===== config.mk =====
export PLATFORM = sky130hd
export DESIGN_NAME = writeback_stage
export DESIGN_NICKNAME = d
export VERILOG_FILES = /design/src/rtl/wb_pkg.sv /design/src/rtl/wb_retire_counter.sv /design/src/rtl/writeback_stage.sv
export SDC_FILE = /design/constraint.sdc
export NUM_CORES = 1
export LEC_CHECK = 0
export ABC_AREA = 0
export CAP_MARGIN = 20
export CORE_MARGIN = 8
export CORE_UTILIZATION = 53
export CTS_BUF_LIST = sky130_fd_sc_hd__clkbuf_8
export DETAILED_ROUTE_END_ITERATION = 16
export HOLD_SLACK_MARGIN = 0.1
export MAX_ROUTING_LAYER = met4
export PLACE_DENSITY = 0.88
export SKIP_LAST_GASP = 1
export SLEW_MARGIN = 25
export SYNTH_ARGS = -nofsm -noshare
export SYNTH_HDL_FRONTEND = slang
export SYNTH_HIERARCHICAL = 1
export SYNTH_SLANG_ARGS = --single-unit

===== constraint.sdc =====
create_clock -name clk -period 3.7 [get_ports clk]
set_input_delay 1.11 -clock clk [delete_from_list [all_inputs] [get_ports clk]]
set_output_delay 1.11 -clock clk [all_outputs]
set_load 0.1 [all_outputs]

===== src/rtl/wb_pkg.sv =====
// wb_pkg: shared types for the MEM/WB latch and write-back mux.
// Word and register-address widths here must match the WORD_W/REG_AW
// parameters of writeback_stage, because the latch struct is built from them.
package wb_pkg;

    localparam int WB_WORD_W = 32;
    localparam int WB_REG_AW = 5;

    typedef logic [WB_WORD_W-1:0] word_t;
    typedef logic [WB_REG_AW-1:0] regbits_t;

    // Write-back source select. Code 2'b11 is reserved and selects zero.
    typedef enum logic [1:0] {
        WB_ALU = 2'd0,
        WB_MEM = 2'd1,
        WB_NPC = 2'd2
    } wb_sel_t;

    // Contents of the MEM/WB pipeline latch.
    typedef struct packed {
        logic     valid;
        logic     wen;
        regbits_t wsel;
        wb_sel_t  wb_sel;
        word_t    alu_res;
        word_t    load_dat;
        word_t    npc;
        logic     halt;
    } wb_latch_t;

    // Pick the write-back data for a latched instruction.
    function automatic word_t wb_mux(input wb_latch_t l);
        word_t d;
        case (l.wb_sel)
            WB_ALU:  d = l.alu_res;
            WB_MEM:  d = l.load_dat;
            WB_NPC:  d = l.npc;
            default: d = '0;
        endcase
        return d;
    endfunction

endpackage


===== src/rtl/wb_retire_counter.sv =====
// wb_retire_counter: retired-instruction counter with enable, async
// active-low reset, wrapping modulo 2^WIDTH.
module wb_retire_counter #(
    parameter int WIDTH = 32
) (
    input  logic             clk,
    input  logic             n_rst,
    input  logic             en,
    output logic [WIDTH-1:0] count
);

    // Count one per enabled cycle; natural overflow provides the wrap.
    always_ff @(posedge clk or negedge n_rst) begin
        // NOTE: sequential state uses non-blocking assignment so every flop
        // samples pre-edge values regardless of block ordering.
        if (!n_rst) begin
            count <= '0;
        end else if (en) begin
            count <= count + WIDTH'(1);
        end
    end

endmodule


===== src/rtl/writeback_stage.sv =====
// writeback_stage: MEM/WB pipeline latch, register-file write port mux,
// sticky halt and retired-instruction counter.
// Optional feature: define WB_FWD_EN to add fwd_valid/fwd_wsel/fwd_wdat
// outputs (copies of the write port) for the WB->EX bypass.
module writeback_stage
    import wb_pkg::*;
#(
    parameter int WORD_W = WB_WORD_W,
    parameter int REG_AW = WB_REG_AW,
    parameter int CNT_W  = 32
) (
    input  logic              clk,
    input  logic              n_rst,
    input  logic              wb_stall,
    input  logic              wb_flush,
    input  logic              mem_valid,
    input  logic              mem_wen,
    input  logic [REG_AW-1:0] mem_wsel,
    input  logic [1:0]        mem_wb_sel,
    input  logic [WORD_W-1:0] mem_alu_res,
    input  logic [WORD_W-1:0] mem_load_dat,
    input  logic [WORD_W-1:0] mem_npc,
    input  logic              mem_halt,
    output logic              rf_wen,
    output logic [REG_AW-1:0] rf_wsel,
    output logic [WORD_W-1:0] rf_wdat,
    output logic              halt,
    output logic [CNT_W-1:0]  retired
`ifdef WB_FWD_EN
    ,
    output logic              fwd_valid,
    output logic [REG_AW-1:0] fwd_wsel,
    output logic [WORD_W-1:0] fwd_wdat
`endif
);

    wb_latch_t lat;
    logic      halt_set;
    logic      retire_en;

    // The halting instruction leaves WB on this edge; halt becomes sticky.
    assign halt_set  = lat.valid & lat.halt & ~wb_stall;
    // An instruction leaves WB on any unstalled edge before halt.
    assign retire_en = lat.valid & ~wb_stall & ~halt;

    // MEM/WB latch: halt freezes (and empties) it, then flush, then stall.
    // Halt is applied on the same edge it is set so nothing younger than
    // HALT ever reaches the write port.
    always_ff @(posedge clk or negedge n_rst) begin
        if (!n_rst) begin
            lat <= '0;
        end else if (halt || halt_set) begin
            lat.valid <= 1'b0;
        end else if (wb_flush) begin
            lat.valid <= 1'b0;
        end else if (!wb_stall) begin
            lat <= '{valid:    mem_valid,
                     wen:      mem_wen,
                     wsel:     mem_wsel,
                     wb_sel:   wb_sel_t'(mem_wb_sel),
                     alu_res:  mem_alu_res,
                     load_dat: mem_load_dat,
                     npc:      mem_npc,
                     halt:     mem_halt};
        end
    end

    // Sticky halt, cleared only by reset.
    always_ff @(posedge clk or negedge n_rst) begin
        if (!n_rst) begin
            halt <= 1'b0;
        end else if (halt_set) begin
            halt <= 1'b1;
        end
    end

    // Register-file write port, purely combinational from the latch.
    // r0 writes and the HALT instruction itself are suppressed here.
    always_comb begin
        // NOTE: every output gets a default first so no path through this
        // block leaves a signal unassigned (which would infer a latch).
        rf_wen  = 1'b0;
        rf_wsel = lat.wsel;
        rf_wdat = wb_mux(lat);
        if (lat.valid && lat.wen && !lat.halt && (lat.wsel != '0)) begin
            rf_wen = 1'b1;
        end
    end

    wb_retire_counter #(
        .WIDTH (CNT_W)
    ) u_retire_counter (
        .clk   (clk),
        .n_rst (n_rst),
        .en    (retire_en),
        .count (retired)
    );

`ifdef WB_FWD_EN
    assign fwd_valid = rf_wen;
    assign fwd_wsel  = rf_wsel;
    assign fwd_wdat  = rf_wdat;
`endif

endmodule


* Word level (Yosys, flattened, before mapping)
Cells that the tools add are included.
Cells by class: add/sub/neg operators 1, equal/unequal tests 3, multiplexer cells 5, bitwise logic cells 8, reduce and logical (&&, ||, !) cells 8
Operator list (number):
- two-way mux 106 bit | 1
- case mux 32 bit (3 select lines) | 1
- adder 32 x 1 -> 32 bit, second input constant | 1
- nonzero test 5 bit | 1
- AND 1 bit | 4
- inverter 1 bit | 4
- logical AND 1 bit | 3
- two-way mux 1 bit | 3
- inequality test 3 x 1 -> 1 bit, second input constant | 1
- AND reduction 3 bit | 1
- equality test 2 x 1 -> 1 bit, second input constant | 1
- equality test 2 bit, second input constant | 1
- logical NOT 2 bit | 1
- logical NOT 1 bit | 1
- logical OR 1 bit | 1
Word-level totals: flip-flop bits (word level) 139, logic and storage cells 35

* Depth between registers and ports, before layout
Gate-level depths: netlist of run 1.
depth in word-level cells 5, mapped depth 6

* By module
Netlist of run 1, hierarchy kept.
Modules (own cells, without submodules):
- writeback_stage | times used 1, cells an instance 315, area an instance 4708.3 µm², seq. area each 2677.6 µm²
- wb_retire_counter | times used 1, cells an instance 123, area an instance 1448.9 µm², seq. area each 800.8 µm²

* Worst setup path before layout of run 1
Ideal clock, no wire load.
path type register -> output, start register lat[98] (netlist name), end output rf_wdat[0], arrival 2.424 ns, data required time 2.590 ns, path slack 0.166 ns, cell stages (with the launch flop) 5, buffers on the path 2, cell sequence dfrtp_1 clkbuf_1 buf_2 mux2i_1 o2bb2ai_1
Between the ends: longest elaborated chain between the ends 2, elaborated cells between the ends (all ways) 4, those cells by class 2 x eq/ne; 1 x mux; 1 x reduce/logical
RTL lines:
- from (decl) | line writeback_stage.sv:37 | wb_latch_t lat;
- from (signal assigned) | line writeback_stage.sv:57 | lat <= '{valid: mem_valid,
- equality test 2 bit (tied with other cells) | line wb_pkg.sv:34 | case (l.wb_sel)
- case mux 32 bit (3 select lines) * | line wb_pkg.sv:34
- to (decl) | line writeback_stage.sv:26 | output logic [WORD_W-1:0] rf_wdat,
Mark *: on every way between the ends. The rest lies on a longest branch, timed or not.

* Worst setup path after layout of run 1
start input wb_stall, end register u_retire_counter.count[24]
Between the ends: longest elaborated chain between the ends 3
RTL lines:
- from (decl) | line writeback_stage.sv:14 | input logic wb_stall,
- inverter 1 bit (no source line)
- AND 1 bit (2 in a row) | line writeback_stage.sv:44 | assign retire_en = lat.valid & ~wb_stall & ~halt;
- via retire_en | line writeback_stage.sv:39 | logic retire_en;
- to (signal assigned) | line wb_retire_counter.sv:19 | count <= count + WIDTH'(1);
- to (decl) | line wb_retire_counter.sv:9 | output logic [WIDTH-1:0] count
The timed path passes the listed nets, and every way through them passes these cells. A chain may end at the register's enable or synchronous reset.

==> flow_metrics.tcl, run 1 <==
set metrics [dict create \
    status "completed" \
    finalHoldViolations 0 \
    start_util_pct 54.2 \
    nets 731 \
    area_growth_pct 40.6 \
    die_height_um 124 \
    synth_top_area_share_pct 56.5 \
    hp-class "register to register" \
    synth_seq_cells 139 \
    grt_pass1_vias 4650 \
    core_area_um2 11400 \
    fmax_mhz 317 \
    ys.flop_type "dfrtp_1" \
    tns_ns 0 \
    path_class "input pin to register" \
    vias 4279 \
    period_minus_slack_ns 3.16 \
    dp.final_hpwl_um 11800 \
    clockRootBuffer "clkbuf_8" \
    gr-total-overflow 0 \
    synth-async-reset-ratio_pct 100 \
    cts_buffer_depth 2 \
    postRouteWirelength_um 15900 \
    cts_setup_buffers 0 \
    required_ns 4.05 \
    cts_buffers 17 \
    finalCritPeriodShare_pct 85.3 \
    cap_violations 0 \
    grt_usage_pct 22.1 \
    grt_pass1_wl_um 25000 \
    layout_commonest_cell "dfrtp_1" \
    drive_gt1_share_pct 27.1 \
    final_cell_mix "138 x dfrtp_1, 108 x clkdlybuf4s50_1, 56 x mux2_2" \
    crit_fanout 5 \
    ctsResizeCount 0 \
    setup_viol 0 \
    cts_tree "done" \
    fin_util_pct 76.1 \
    syn_inst 438 \
    rsz0062_at_grt "no" \
    wl_per_cell_um 20.6 \
    dr.pass1.iters 7 \
    die_w_um 124 \
    synth_edf_count 0 \
    ioPinCount 181 \
    max-slew-margin-rel_pct 53.6 \
    postLayoutCellArea_um2 8650 \
    endpoint_kind "register" \
    synth_area_um2 6160 \
    synth_nets 549 \
    cts_sinks 139 \
    clk_pin_slew_ns 0.07 \
    synthTopCellsByArea "dfrtp_1 56%, mux2_2 10%, mux2_1 9.1%" \
    cp-start-kind "input pin" \
    drc 0 \
    synth_cell_types 32 \
    htreeDepth 4 \
    syn_avg_cell_area_um2 14.1 \
    rows 39 \
    die-area_um2 15300 \
    synth_top_area_cell "dfrtp_1" \
    grt_start_max_net_pins 79 \
    clk_latency_ns 0.43 \
    slew_violations 0 \
    yosys_warnings 6 \
    fill_cells 744 \
    tightest_slew_ns 0.695 \
    drtAntennaViolNets 0 \
    arrival_ns 3.50 \
    hold_buffers 0 \
    port_buffers 180 \
    gp_congestion 0.869 \
    first_iter_violations 227 \
    finalClockSkew_ns 0.00663 \
    diodes 0 \
    holdWs_ns 0.486 \
    ys_seq_area_share_pct 56.5 \
    antenna_found_initial 0 \
    placed_area_um2 8320 \
    avgViaCountPerCell 5.53 \
]
-- worst max-delay path, cell delays in order --
cell             delay, ns
clkdlybuf4s50_1       0.49
nor2b_1               0.22
nor2b_1               0.41
buf_4                 0.21
and4_2                0.25
nand4_1               0.22
nor4_1                0.41
xor2_1                0.19
-- state kept, by name (all words and copies together) (netlist names) --
| signal | flops |
|---|---|
| lat | 101 |
| u_retire_counter/count | 32 |
| halt | 1 |
| rf_wsel | 5 |
-- per-layer routing --
layer	wire, um	share of wire, %	vias to the layer above	global-route usage, %
li1	-	-	1955	-
met1	6720	42	2154	27.0
met2	7770	49	150	35.2
met3	1120	7.0	20	5.44
met4	295	1.9	0	7.75
met5	0	0	-	-
-- cell usage after synthesis (4+ instances only) --
cell and number:
dfrtp_1 139, o2bb2ai_1 32, mux2_1 50, buf_4 10, xor2_1 12, nand3_1 9, nor2_1 4, buf_2 9
clkbuf_1 9, mux2_2 56, and3_1 4, nand2_1 10, mux2i_1 33, nand4_1 10, nor4_1 4, nor3_1 6
xnor2_1 19
-- through the flow --
step / std cells / worst slack [ns]
after floorplan: 438 / 0.166
after global placement: 744 / 0.251
after detailed placement: 744 / 0.201
after CTS: 774 / 0.547
after global routing: 774 / 0.371
final: 774 / 0.545
-- logic make-up after synthesis --
logic type                 after synthesis  synth area share (%)
buffers and inverters                   30                  2.62
and+or+nand+nor                         62                  6.18
DFF                                    139                  56.5
muxes                                  139                  24.8
xor gates and xnor gates                31                  4.41
AOI/OAI and AO/OA                       36                  5.34
adders and majority gates                1                 0.203
-- final timing paths --
check	end	cells after the start	slack, ns	from
max in group asynchronous	lat[24]$_DFFE_PN0P_	2	2.10	n_rst
min in group asynchronous	rf_wsel[1]$_DFFE_PN0P_	1	0.67	n_rst
max	u_retire_counter/count[24]$_DFFE_PN0P_	8	0.54	wb_stall
min reg2reg	lat[43]$_DFFE_PN0P_	1	0.49	lat[43]$_DFFE_PN0P_
min	lat[43]$_DFFE_PN0P_	1	0.49	lat[43]$_DFFE_PN0P_
max reg2reg	u_retire_counter/count[24]$_DFFE_PN0P_	7	1.25	lat[105]$_DFFE_PN0P_
-- cell type report --
cell class              instances  area (um^2)  area share [%]
multi-input cells             269         2520            29.1
clock buffers                  22          303            3.50
flip-flops and latches        139         3480            40.2
repair buffers                191         2130            24.6
well taps                     143          179            2.07
clock inverters                 8         32.5           0.376
inverters                       2         7.51          0.0867
Power of run 1 is not shown: default switching activity piles up to over one toggle a cycle in this logic, so the estimate is an artifact.
==> inputs of run 2 (changes only) <==
--- a/config.mk
+++ b/config.mk
@@ -6,7 +6,6 @@
 export NUM_CORES = 1
 export LEC_CHECK = 0
 export ABC_AREA = 0
-export CAP_MARGIN = 20
 export CORE_MARGIN = 8
 export CORE_UTILIZATION = 53
 export CTS_BUF_LIST = sky130_fd_sc_hd__clkbuf_8
==> results of run 2 <==
The final DEF is identical to that of run 1; final timing and power are the same.
Power of run 2 is left out for the same reason.
